## src/rtl/fetch_queue_if.sv

```systemverilog
// Fetch-to-decode queue bundle: enqueue side, dequeue side, redirect flush and occupancy.
// master = the pipeline driving fetch/decode; slave = the queue itself.
interface fetch_queue_if #(
  parameter int ADDR_LEN = 32,
  parameter int INSN_LEN = 32,
  parameter int PTR_W    = 2
);
  // Handshake: a transfer happens on a rising clk edge when valid and ready are
  // both high and flush is low; valid must be held until ready, and ready never
  // depends combinationally on the other side's valid or ready.
  logic                flush;
  logic                enq_valid;
  logic                enq_ready;
  logic [ADDR_LEN-1:0] enq_pc;
  logic [INSN_LEN-1:0] enq_inst;
  logic                deq_valid;
  logic                deq_ready;
  logic [ADDR_LEN-1:0] deq_pc;
  logic [INSN_LEN-1:0] deq_inst;
  logic [PTR_W:0]      count;

  modport master (
    output flush, enq_valid, enq_pc, enq_inst, deq_ready,
    input  enq_ready, deq_valid, deq_pc, deq_inst, count
  );

  modport slave (
    input  flush, enq_valid, enq_pc, enq_inst, deq_ready,
    output enq_ready, deq_valid, deq_pc, deq_inst, count
  );
endinterface

```

## src/rtl/fetch_queue.sv

```systemverilog
// In-order {pc, inst} buffer between fetch and decode, cleared by a redirect flush.
// All outputs come from registered state only; an entry becomes visible the cycle after its push.
module fetch_queue #(
  parameter int                  DEPTH    = 4,
  parameter int                  PTR_W    = 2,
  parameter int                  ADDR_LEN = 32,
  parameter int                  INSN_LEN = 32,
  parameter logic [INSN_LEN-1:0] NOP_INSN = 32'h00000013
) (
  input  logic          clk,
  input  logic          reset,
  fetch_queue_if.slave  q
);

  localparam logic [PTR_W:0] FULL_CNT = (PTR_W+1)'(DEPTH);

  logic [ADDR_LEN-1:0] pc_mem_q   [DEPTH];
  logic [INSN_LEN-1:0] inst_mem_q [DEPTH];

  logic [PTR_W-1:0] head_q, head_d;
  logic [PTR_W-1:0] tail_q, tail_d;
  logic [PTR_W:0]   count_q, count_d;

  logic full, empty, push, pop;

  assign full  = (count_q == FULL_CNT);
  assign empty = (count_q == '0);

  // enq_ready ignores deq_ready on purpose, so a full queue refuses even during a pop.
  assign q.enq_ready = !full;
  assign q.deq_valid = !empty;
  assign q.deq_pc    = empty ? '0       : pc_mem_q[head_q];
  assign q.deq_inst  = empty ? NOP_INSN : inst_mem_q[head_q];
  assign q.count     = count_q;

  assign push = q.enq_valid & !full  & !q.flush;
  assign pop  = q.deq_ready & !empty & !q.flush;

  always_comb begin
    head_d  = head_q;
    tail_d  = tail_q;
    count_d = count_q;
    if (q.flush) begin
      head_d  = '0;
      tail_d  = '0;
      count_d = '0;
    end else begin
      // Pointers are PTR_W bits wide and DEPTH is a power of two, so +1 wraps naturally.
      if (push) tail_d = tail_q + 1'b1;
      if (pop)  head_d = head_q + 1'b1;
      case ({push, pop})
        2'b10:   count_d = count_q + 1'b1;
        2'b01:   count_d = count_q - 1'b1;
        default: count_d = count_q;
      endcase
    end
  end

  always_ff @(posedge clk or negedge reset) begin
    if (!reset) begin
      head_q  <= '0;
      tail_q  <= '0;
      count_q <= '0;
    end else begin
      head_q  <= head_d;
      tail_q  <= tail_d;
      count_q <= count_d;
    end
  end

  // Storage is not reset; the empty check masks stale contents on the outputs.
  always_ff @(posedge clk) begin
    if (push) begin
      pc_mem_q[tail_q]   <= q.enq_pc;
      inst_mem_q[tail_q] <= q.enq_inst;
    end
  end

endmodule

```

## src/flat_wrapper.sv

```systemverilog
// flat-port wrapper written by rule: the top's interface ports become plain ports
module fetch_queue_flat 
#(
  parameter int                  DEPTH    = 4,
  parameter int                  PTR_W    = 2,
  parameter int                  ADDR_LEN = 32,
  parameter int                  INSN_LEN = 32,
  parameter logic [INSN_LEN-1:0] NOP_INSN = 32'h00000013
)
  (clk, reset, q_flush, q_enq_valid, q_enq_pc, q_enq_inst, q_deq_ready, q_enq_ready, q_deq_valid, q_deq_pc, q_deq_inst, q_count);
  fetch_queue_if #(.ADDR_LEN(ADDR_LEN), .INSN_LEN(INSN_LEN), .PTR_W(PTR_W)) q_i ();
  input  logic clk;
  input  logic reset;
  input wire logic [$bits(q_i.flush)-1:0] q_flush;
  input wire logic [$bits(q_i.enq_valid)-1:0] q_enq_valid;
  input wire logic [$bits(q_i.enq_pc)-1:0] q_enq_pc;
  input wire logic [$bits(q_i.enq_inst)-1:0] q_enq_inst;
  input wire logic [$bits(q_i.deq_ready)-1:0] q_deq_ready;
  output wire logic [$bits(q_i.enq_ready)-1:0] q_enq_ready;
  output wire logic [$bits(q_i.deq_valid)-1:0] q_deq_valid;
  output wire logic [$bits(q_i.deq_pc)-1:0] q_deq_pc;
  output wire logic [$bits(q_i.deq_inst)-1:0] q_deq_inst;
  output wire logic [$bits(q_i.count)-1:0] q_count;
  assign q_i.flush = q_flush;
  assign q_i.enq_valid = q_enq_valid;
  assign q_i.enq_pc = q_enq_pc;
  assign q_i.enq_inst = q_enq_inst;
  assign q_i.deq_ready = q_deq_ready;
  assign q_enq_ready = q_i.enq_ready;
  assign q_deq_valid = q_i.deq_valid;
  assign q_deq_pc = q_i.deq_pc;
  assign q_deq_inst = q_i.deq_inst;
  assign q_count = q_i.count;
  fetch_queue #(.DEPTH(DEPTH), .PTR_W(PTR_W), .ADDR_LEN(ADDR_LEN), .INSN_LEN(INSN_LEN), .NOP_INSN(NOP_INSN)) u_core (.clk(clk), .reset(reset), .q(q_i));
endmodule
```

## config.mk

```make
export PLATFORM = sky130hd
export DESIGN_NAME = fetch_queue_flat
export DESIGN_NICKNAME = d
export VERILOG_FILES = /design/src/rtl/fetch_queue_if.sv /design/src/rtl/fetch_queue.sv /design/src/flat_wrapper.sv
export SDC_FILE = /design/constraint.sdc
export NUM_CORES = 1
export LEC_CHECK = 0
export CELL_PAD_IN_SITES_DETAIL_PLACEMENT = 1
export CELL_PAD_IN_SITES_GLOBAL_PLACEMENT = 1
export CORE_MARGIN = 1.5
export CORE_UTILIZATION = 43
export DETAILED_ROUTE_END_ITERATION = 10
export PLACE_DENSITY_LB_ADDON = 0.1
export SYNTH_ARGS = -nofsm -noshare
export SYNTH_HDL_FRONTEND = slang
export SYNTH_SLANG_ARGS = --single-unit
```

## constraint.sdc

```tcl
create_clock -name clk -period 2.9 [get_ports clk]
set_input_delay 0.58 -clock clk [delete_from_list [all_inputs] [get_ports clk]]
set_output_delay 0.58 -clock clk [all_outputs]
set_load 0.03 [all_outputs]
```

* After elaboration in Yosys (flattened, before gate mapping) *
Memory sizes are Yosys's and may differ from the RTL's.
Cells that the tools add are included.

operators by class
  add/subtract/negate cells = 4
  equal/unequal tests = 3
  muxes and demuxes = 10
  bitwise operators = 4
  reductions and logical operators = 7

operators by type and width
  kind                   count
  $mux W32               2
  $mux W2                4
  $pmux W3 S2            1
  $add A2 B1 Y2 const B  2
  $and A1 B1 Y1          4
  $reduce_bool A2 Y1     2
  $add A3 B1 Y3 const B  1
  $eq A3 B3 Y1 const B   1
  $logic_not A1 Y1       3
  $logic_not A3 Y1       1
  $mux W3                1
  $reduce_bool A3 Y1     1
  $sub A3 B1 Y3 const B  1
  $eq A2 B1 Y1 const B   1
  $eq A2 B2 Y1 const B   1
  $mux W1                2

storage, ports and cells
  bits in registers = 7
  RAM bits = 256
  input port bits = 69
  output and inout bits = 69
  word-level logic and storage cells = 33
  memories = 2

memory list
  name               depth  width  read ports  clocked after memory_dff  write ports  RTL line           text
  u_core.inst_mem_q  4      32     1           0                         1            fetch_queue.sv:18  logic [INSN_LEN-1:0] inst_mem_q [DEPTH];
  u_core.pc_mem_q    4      32     1           0                         1            fetch_queue.sv:17  logic [ADDR_LEN-1:0] pc_mem_q [DEPTH];

* Logic depth before layout (Yosys ltp) *
Gate-level depths: netlist (run 1).

  depth in word-level cells = 7
  gate-level depth with buffers = 7
  depth with buffers taken out = 6

* Least setup slack after synthesis (run 1) *
Ideal clock, no wire load.

  kind = reg-to-reg
  start = register u_core.count_q[0], in the netlist u_core.q.count[0]
  end = memory u_core.inst_mem_q[0][0] (enable)
  setup time = 429 ps
  arrival = 2717 ps
  data required time = 2471 ps
  path slack = -246 ps
  cell stages (with the launch flop) = 5
  path buffers = 1
  clock period less this slack = 3146 ps
  path through = dfrtp_1 buf_2 nor3b_2 nor3_1 and2_1

between the ends
  cells in the longest elaborated chain, start to end = 6

ends and longest elaborated chain
  what                           RTL line           text
  from (decl)                    fetch_queue.sv:22  logic [PTR_W:0] count_q, count_d;
  from (signal assigned)         fetch_queue.sv:67  count_q <= count_d;
  $eq A3 B3 Y1                   fetch_queue.sv:26  assign full = (count_q == FULL_CNT);
  $logic_not A1 Y1               fetch_queue.sv:36  assign push = q.enq_valid & !full & !q.flush;
  $and A1 B1 Y1 (2 in a row)     fetch_queue.sv:36
  $mux W1                        fetch_queue.sv:73  if (push) begin
  $mux W1 (implied by the code)  fetch_queue.sv:75  inst_mem_q[tail_q] <= q.enq_inst;
  to (decl)                      fetch_queue.sv:18

Every way passes these cells.

* Worst setup path in the final report (run 1) *
  start = register u_core.head_q[0]
  end = output port q_deq_pc[6]

between the ends
  cells in the longest elaborated chain, start to end = 2

ends and longest elaborated chain
  what                    RTL line            text
  from (decl)             fetch_queue.sv:20   logic [PTR_W-1:0] head_q, head_d;
  from (signal assigned)  fetch_queue.sv:61   head_q <= '0;
  from (signal assigned)  fetch_queue.sv:65   head_q <= head_d;
  $mem_v2 Z4 W32          -
  $mux W32                fetch_queue.sv:32   assign q.deq_pc = empty ? '0 : pc_mem_q[head_q];
  to (decl)               flat_wrapper.sv:21  output wire logic [$bits(q_i.deq_pc)-1:0] q_deq_pc;

Every way passes these cells.

==> metrics.md, run 1 <==
| Metric | Value |
|---|---|
| Leakage | 4.45 nW |
| Synth Net Count | 542 |
| First-pass GRT wire length | 33000 um |
| Yosys warnings | 0 |
| Crit start category | flop |
| # port buffers | 137 |
| Vias in the first global route | 5678 |
| Unrepaired setup endpoints after global routing | yes |
| Combinational power share | 0.221 |
| Clk pwr share | 0.369 |
| Antenna violations before repair | 1 |
| CTS Sinks | 263 |
| Seq/Total Area, Yosys | 0.768 |
| Clock buffer depth | 3 |
| Starting DRT DRC Count | 225 |
| CP Capture Type | output port |
| # H-tree levels | 1 |
| Final setup violation count | 0 |
| Hold Crit Class | in -> async |
| Worst Path Required | 2.32 ns |
| NumNets Final | 719 |
| Launch point of the worst path | u_core.head_q[0]$_DFFE_PN0P_ |
| Slew margin rel. | 0.562 |
| Starting Density | 0.437 |
| CORE AREA | 0.0234 mm2 |
| Die height | 157 um |
| CTS tree | built |
| Biggest fanout along the worst timing path | 13 |
| Synth Area per Inst | 21.9 um2 |
| M1 WL | 8920 um |
| Die width | 157 um |
| Routed WL | 21800 um |
| Max Clock Skew | 0.00985 ns |
| Largest area contributor in the netlist | edfxtp_1 |
| Total gr overflow | 0 |
| Area Overhead vs Synth | 30.3% |
| Met2 wire length | 11400 um |
| Final worst path period share | 0.994 |
| Commonest non-fill, non-tap cell in the layout | edfxtp_1 |
| Yosys top cell area share | 0.751 |
| CTS Hold Buffers Added | 0 |
| Kind of critical path | reg -> out |
| #FFs+latches synth | 263 |
| Clock latency on the worst-skew pair | 0.53 ns |
| Row count | 56 |
| TritonCTS buffer count | 28 |
| Leading cell types in the layout, fill and taps excluded | edfxtp_1, clkdlybuf4s50_1, mux4_2 |
| Met3 routed WL | 1160 um |
| Reg power frac | 0.409 |
| Synthesized cell area | 0.0102 mm2 |
| Worst R2R Start | u_core.q.count[0]$_DFFE_PN0P_ |
| Share of cells above drive strength 1 | 0.301 |
| Int Pwr | 7.89 mW |
| Distinct cells, synth | 35 |
| Routability Congestion | 0.751 |
| Antenna Nets Post-Route | 0 |
| Final slew viol count | 0 |
| First drt pass iteration count | 4 |
| Ranking of synthesized cells by area | edfxtp_1, mux4_2, and2_1, dfrtp_1, buf_6 |
| Tmin final | 2.88 ns |
| Highest Clock Rate | 347 MHz |
| Final hold viol count | 0 |
| Root Buffer | clkbuf_16 |
| # IOs | 138 |
| Ant diodes | 0 |
| Avg Vias per Cell | 5.19 |
| GRT Overall Usage | 0.180 |
| Post-Synthesis Cells | 468 |
| Via Count | 5115 |
| # DRC | 0 |
| Die ar. | 0.0247 mm2 |
| Clk slew on worst S/H paths | 0.06 ns |
| Sw power | 2.74 mW |
| Post-detail-place hpwl | 13000 um |
| Pwr per Cell Area | 797 mW/mm2 |
| Crit path DAT | 2.30 ns |
| Placed cells | 928 |
| Max cap viols | 0 |
| Slew at the pin closest to its max-slew limit | 0.652 ns |
| WL/cell | 22.1 um |
| Switch share | 0.258 |
| Final hold slack | 0.338 ns |
| Status | finished, final reports clean |
| Post-Layout Cell Count | 986 |
| Peak supply drop | 568 uV |
| Top Layer Used | met5 |
| Largest net degree at the start of global routing | 45 |
## cells by family (layout without fill, tap and decap cells)
| logic type | count (synthesis) | after routing | share of synthesized area |
|---|---|---|---|
| mux | 65 | 65 | 0.142 |
| flops | 263 | 263 | 0.768 |
| buf+inv | 31 | 230 | 0.0169 |
| compound gates | 16 | 16 | 0.0113 |
| simple gates | 85 | 85 | 0.0521 |
| xor+xnor | 3 | 3 | 0.00257 |
| fa+ha+maj | 5 | 5 | 0.00685 |
## what timing repair did
item                                    CTS  global route
endpoints found under the setup margin   60            40
cloned                                    1             2
setup buffers                             1             2
resized for setup                       131            55
endpoints found under the hold margin     0             0
## power by group through the flow
stage / logic, mW / registers [mW] / clock network, mW
after global placement: 2.43 / 4.42 / 0
after floorplan: 1.41 / 4.43 / 0
after detailed placement: 2.43 / 4.43 / 0
after global routing: 2.52 / 4.36 / 4.14
final: 2.35 / 4.35 / 3.93
after CTS: 2.39 / 4.35 / 4.01
## Yosys cell counts
library cell and n:
xor2_1 3, mux2i_1 1, or3b_2 1, a21bo_2 1, or2_1 3, inv_1 6
nor2_1 5, nand3b_1 2, nor3b_2 1, o21ai_0 2, nand2_1 1, dfrtp_1 7
a311o_1 1, clkbuf_1 9, a31oi_1 2, a21oi_1 3, ha_1 4, nand3_1 2
a211oi_1 1, o21a_1 1, buf_6 5, and2_1 65, buf_4 2, mux4_2 64
edfxtp_1 256, buf_2 9, fa_1 1, nor4bb_1 1, nor3_1 2, nor3_2 1
o31ai_1 1, nor4b_1 1, o311ai_0 2, a2111oi_0 1, o2111ai_1 1
## metrics by stage
step / setup slack, ns / cell area, um2 / power, mW / util / setup TNS, ns
floorplan: 0.442 / 10200 / 5.84 / - / 0
global placement: 0.198 / 12300 / 6.85 / 0.526 / 0
detailed placement: 0.145 / 12300 / 6.87 / 0.526 / 0
CTS: -0.130 / 13400 / 10.8 / 0.573 / -2.39
global route: -0.0389 / 13300 / 11.0 / 0.570 / -0.353
finish: 0.0181 / 13300 / 10.6 / 0.570 / 0
## final cells by class
type                       count  area (um2)
sequential                   263        7870
multi-input combinational    174        2210
clock inverter                16         280
clock buffer                  36         752
tap                          319         399
timing repair buffer         172        1800
inverter                       6        22.5
fill                        2085       10100
## state kept, by name, indices dropped and copies added (netlist names)
name	cells
u_core.inst_mem_q	128
u_core.pc_mem_q	128
u_core.q.count	3
u_core.head_q	2
u_core.tail_q	2
## path summary, 6_finish.rpt
path	to	slack, ns	cells past startpoint
hold / removal	u_core.q.count[1]$_DFFE_PN0P_	0.34	1
setup / recovery	q_deq_pc[6]	0.02	5
setup reg to reg	u_core.q.count[1]$_DFFE_PN0P_	0.40	7
max in group asynchronous	u_core.head_q[0]$_DFFE_PN0P_	2.26	1
min in group clk	u_core.tail_q[0]$_DFFE_PN0P_	0.60	2
hold reg to reg	u_core.tail_q[0]$_DFFE_PN0P_	0.60	2
## per-layer routing
layer	GRT usage	vias up
met2	0.322	139
met4	0.0382	2
met3	0.0355	35
li1	-	2256
met1	0.228	2683
met5	0	-
## critical path, stage by stage (launching register included)
cell and delay (ns):
dfrtp_4 0.45, buf_12 0.15, clkbuf_16 0.20, mux4_2 0.51
and2_1 0.18, clkdlybuf4s15_2 0.28
(Power assumes the default switching activity.)
==> run 2, diff against run 1 <==
- CORE_MARGIN: 1.5 -> default
==> run 2 against run 1 <==
Effect of this change: the flow now finishes with violations (design-rule violations); largest power group unchanged; design area decreased by 0.96%; global-route usage rose by 0.13 points; final cell count increased by 1.0%; sequential power is essentially flat; setup slack improved by 0.033 ns; sequential share of layout area rose by 0.57 points; die area fell by 1.3%; largest cell class unchanged; combinational power hardly changed; via count increased by 1.0%; clock skew is 0.0027 ns lower.
==> metrics.md, run 2 (synthesized netlist as in run 1, its figures left out) <==
| Metric | Value |
|---|---|
| Highest Clock Rate | 351 MHz |
| First-pass GRT wire length | 32500 um |
| Final hold viol count | 0 |
| Slew at the pin closest to its max-slew limit | 0.674 ns |
| Antenna Nets Post-Route | 0 |
| Routability Congestion | 0.770 |
| Vias in the first global route | 5651 |
| Antenna violations before repair | 0 |
| WL/cell | 22.1 um |
| Combinational power share | 0.237 |
| Total gr overflow | 0 |
| Die width | 156 um |
| Switch share | 0.272 |
| Row count | 56 |
| Die ar. | 0.0244 mm2 |
| Clock buffer depth | 3 |
| Crit start category | flop |
| Kind of critical path | reg -> out |
| CTS Hold Buffers Added | 0 |
| Leading cell types in the layout, fill and taps excluded | edfxtp_1, clkdlybuf4s50_1, mux4_2 |
| Via Count | 5168 |
| M1 GR Usage | 0.226 |
| Clock latency on the worst-skew pair | 0.52 ns |
| Max cap viols | 0 |
| Final hold slack | 0.336 ns |
| Reg power frac | 0.437 |
| Sw power | 2.71 mW |
| Biggest fanout along the worst timing path | 7 |
| Area Overhead vs Synth | 29.0% |
| Starting Density | 0.437 |
| Failing checks | design-rule violations |
| Int Pwr | 7.26 mW |
| Share of cells above drive strength 1 | 0.307 |
| Fin util | 0.564 |
| CORE AREA | 0.0234 mm2 |
| Gr busiest metal | met2 |
| CP Capture Type | output port |
| # port buffers | 137 |
| Starting DRT DRC Count | 240 |
| Avg Vias per Cell | 5.19 |
| TritonCTS buffer count | 28 |
| Met2 GRT Util | 0.320 |
| Slew margin rel. | 0.547 |
| Pwr per Cell Area | 755 mW/mm2 |
| Hold Crit Class | in -> async |
| Max Clock Skew | 0.00718 ns |
| GRT Overall Usage | 0.181 |
| Final slew viol count | 0 |
| First drt pass iteration count | 7 |
| Ant diodes | 0 |
| # DRC | 1 |
| Worst Path Required | 2.32 ns |
| Root Buffer | clkbuf_16 |
| Commonest non-fill, non-tap cell in the layout | edfxtp_1 |
| Status | complete, but fails checks |
| # IOs | 138 |
| Final setup violation count | 0 |
| NumNets Final | 731 |
| Post-detail-place hpwl | 13000 um |
| # H-tree levels | 1 |
| Leakage | 4.44 nW |
| Die height | 156 um |
| Clk slew on worst S/H paths | 0.06 ns |
| Peak supply drop | 492 uV |
| Clk pwr share | 0.326 |
| CTS Sinks | 263 |
| Routed WL | 22000 um |
| CTS tree | built |
| Met3 Use GR | 0.0341 |
| Unrepaired setup endpoints after global routing | yes |
| Final worst path period share | 0.982 |
| Tmin final | 2.85 ns |
| Setup total negative slack | 0 ns |
| Crit path DAT | 2.27 ns |
| Largest net degree at the start of global routing | 44 |
run 2: changes by cell type in the layout (fill, tap and decap cells not counted), sizes merged:
cell           previous run  this run
clkbuf                   50        37
inv                       6         7
dlygate4sd2              15        14
clkinv                    8        14
buf                      52        83
bufinv                    8         1
clkdlybuf4s15            18        11
run 2: per-layer routing:
layer / wire (um) / up-vias / share of wire
li1: - / 2283 / -
met1: 9000 / 2719 / 0.41
met2: 11500 / 127 / 0.52
met3: 905 / 39 / 0.041
met4: 540 / 0 / 0.025
met5: 0 / - / 0
run 2: timing repair:
item,CTS,global route
endpoints found under the setup margin,63,48
gates resized for setup,188,59
buffers inserted,5,4
gates cloned,2,3
run 2: stage by stage:
step,worst slack [ns],std cells,area (um2),total power [mW]
detailed placement,0.156,932,12300,6.83
floorplan,0.442,468,10200,5.84
CTS,-0.0920,989,13200,10.1
finish,0.0510,996,13200,9.97
global placement,0.171,932,12300,6.80
global route,-0.00692,996,13200,10.3
run 2: layout make-up:
cell class / count / area (um2)
flip-flops and latches: 263 / 7870
clock inverters: 16 / 98.8
repair buffers: 184 / 1860
multi-input cells: 174 / 2210
inverters: 6 / 22.5
well taps: 319 / 399
clock buffers: 34 / 744
fillers: 2106 / 10200
run 2: worst max-delay path: stages (launching register included):
cell	delay (ns)
dfrtp_4	0.48
buf_4	0.18
buf_16	0.15
mux4_2	0.49
or2_1	0.25
buf_2	0.19
run 2: power by group through the flow:
stage          Clock (mW)  Combinational [mW]  Sequential (mW)
3_5_place_dp            0                2.39             4.44
4_1_cts              3.33                2.40             4.36
3_3_place_gp            0                2.37             4.43
5_1_grt              3.46                2.52             4.37
6_report             3.25                2.36             4.36
2_1_floorplan           0                1.41             4.43
run 2: final timing paths:
| kind | start | end | slack [ns] | cells past startpoint |
|---|---|---|---|---|
| worst max-delay path | u_core.head_q[0]$_DFFE_PN0P_ | q_deq_inst[1] | 0.05 | 5 |
| worst min-delay path | reset | u_core.q.count[0]$_DFFE_PN0P_ | 0.34 | 1 |
| worst max register to register | u_core.q.count[0]$_DFFE_PN0P_ | u_core.q.count[2]$_DFFE_PN0P_ | 0.27 | 6 |
| worst min register to register | u_core.tail_q[0]$_DFFE_PN0P_ | u_core.tail_q[0]$_DFFE_PN0P_ | 0.61 | 2 |
| max in group asynchronous | reset | u_core.head_q[1]$_DFFE_PN0P_ | 2.26 | 1 |
| min in group clk | u_core.tail_q[0]$_DFFE_PN0P_ | u_core.tail_q[0]$_DFFE_PN0P_ | 0.61 | 2 |
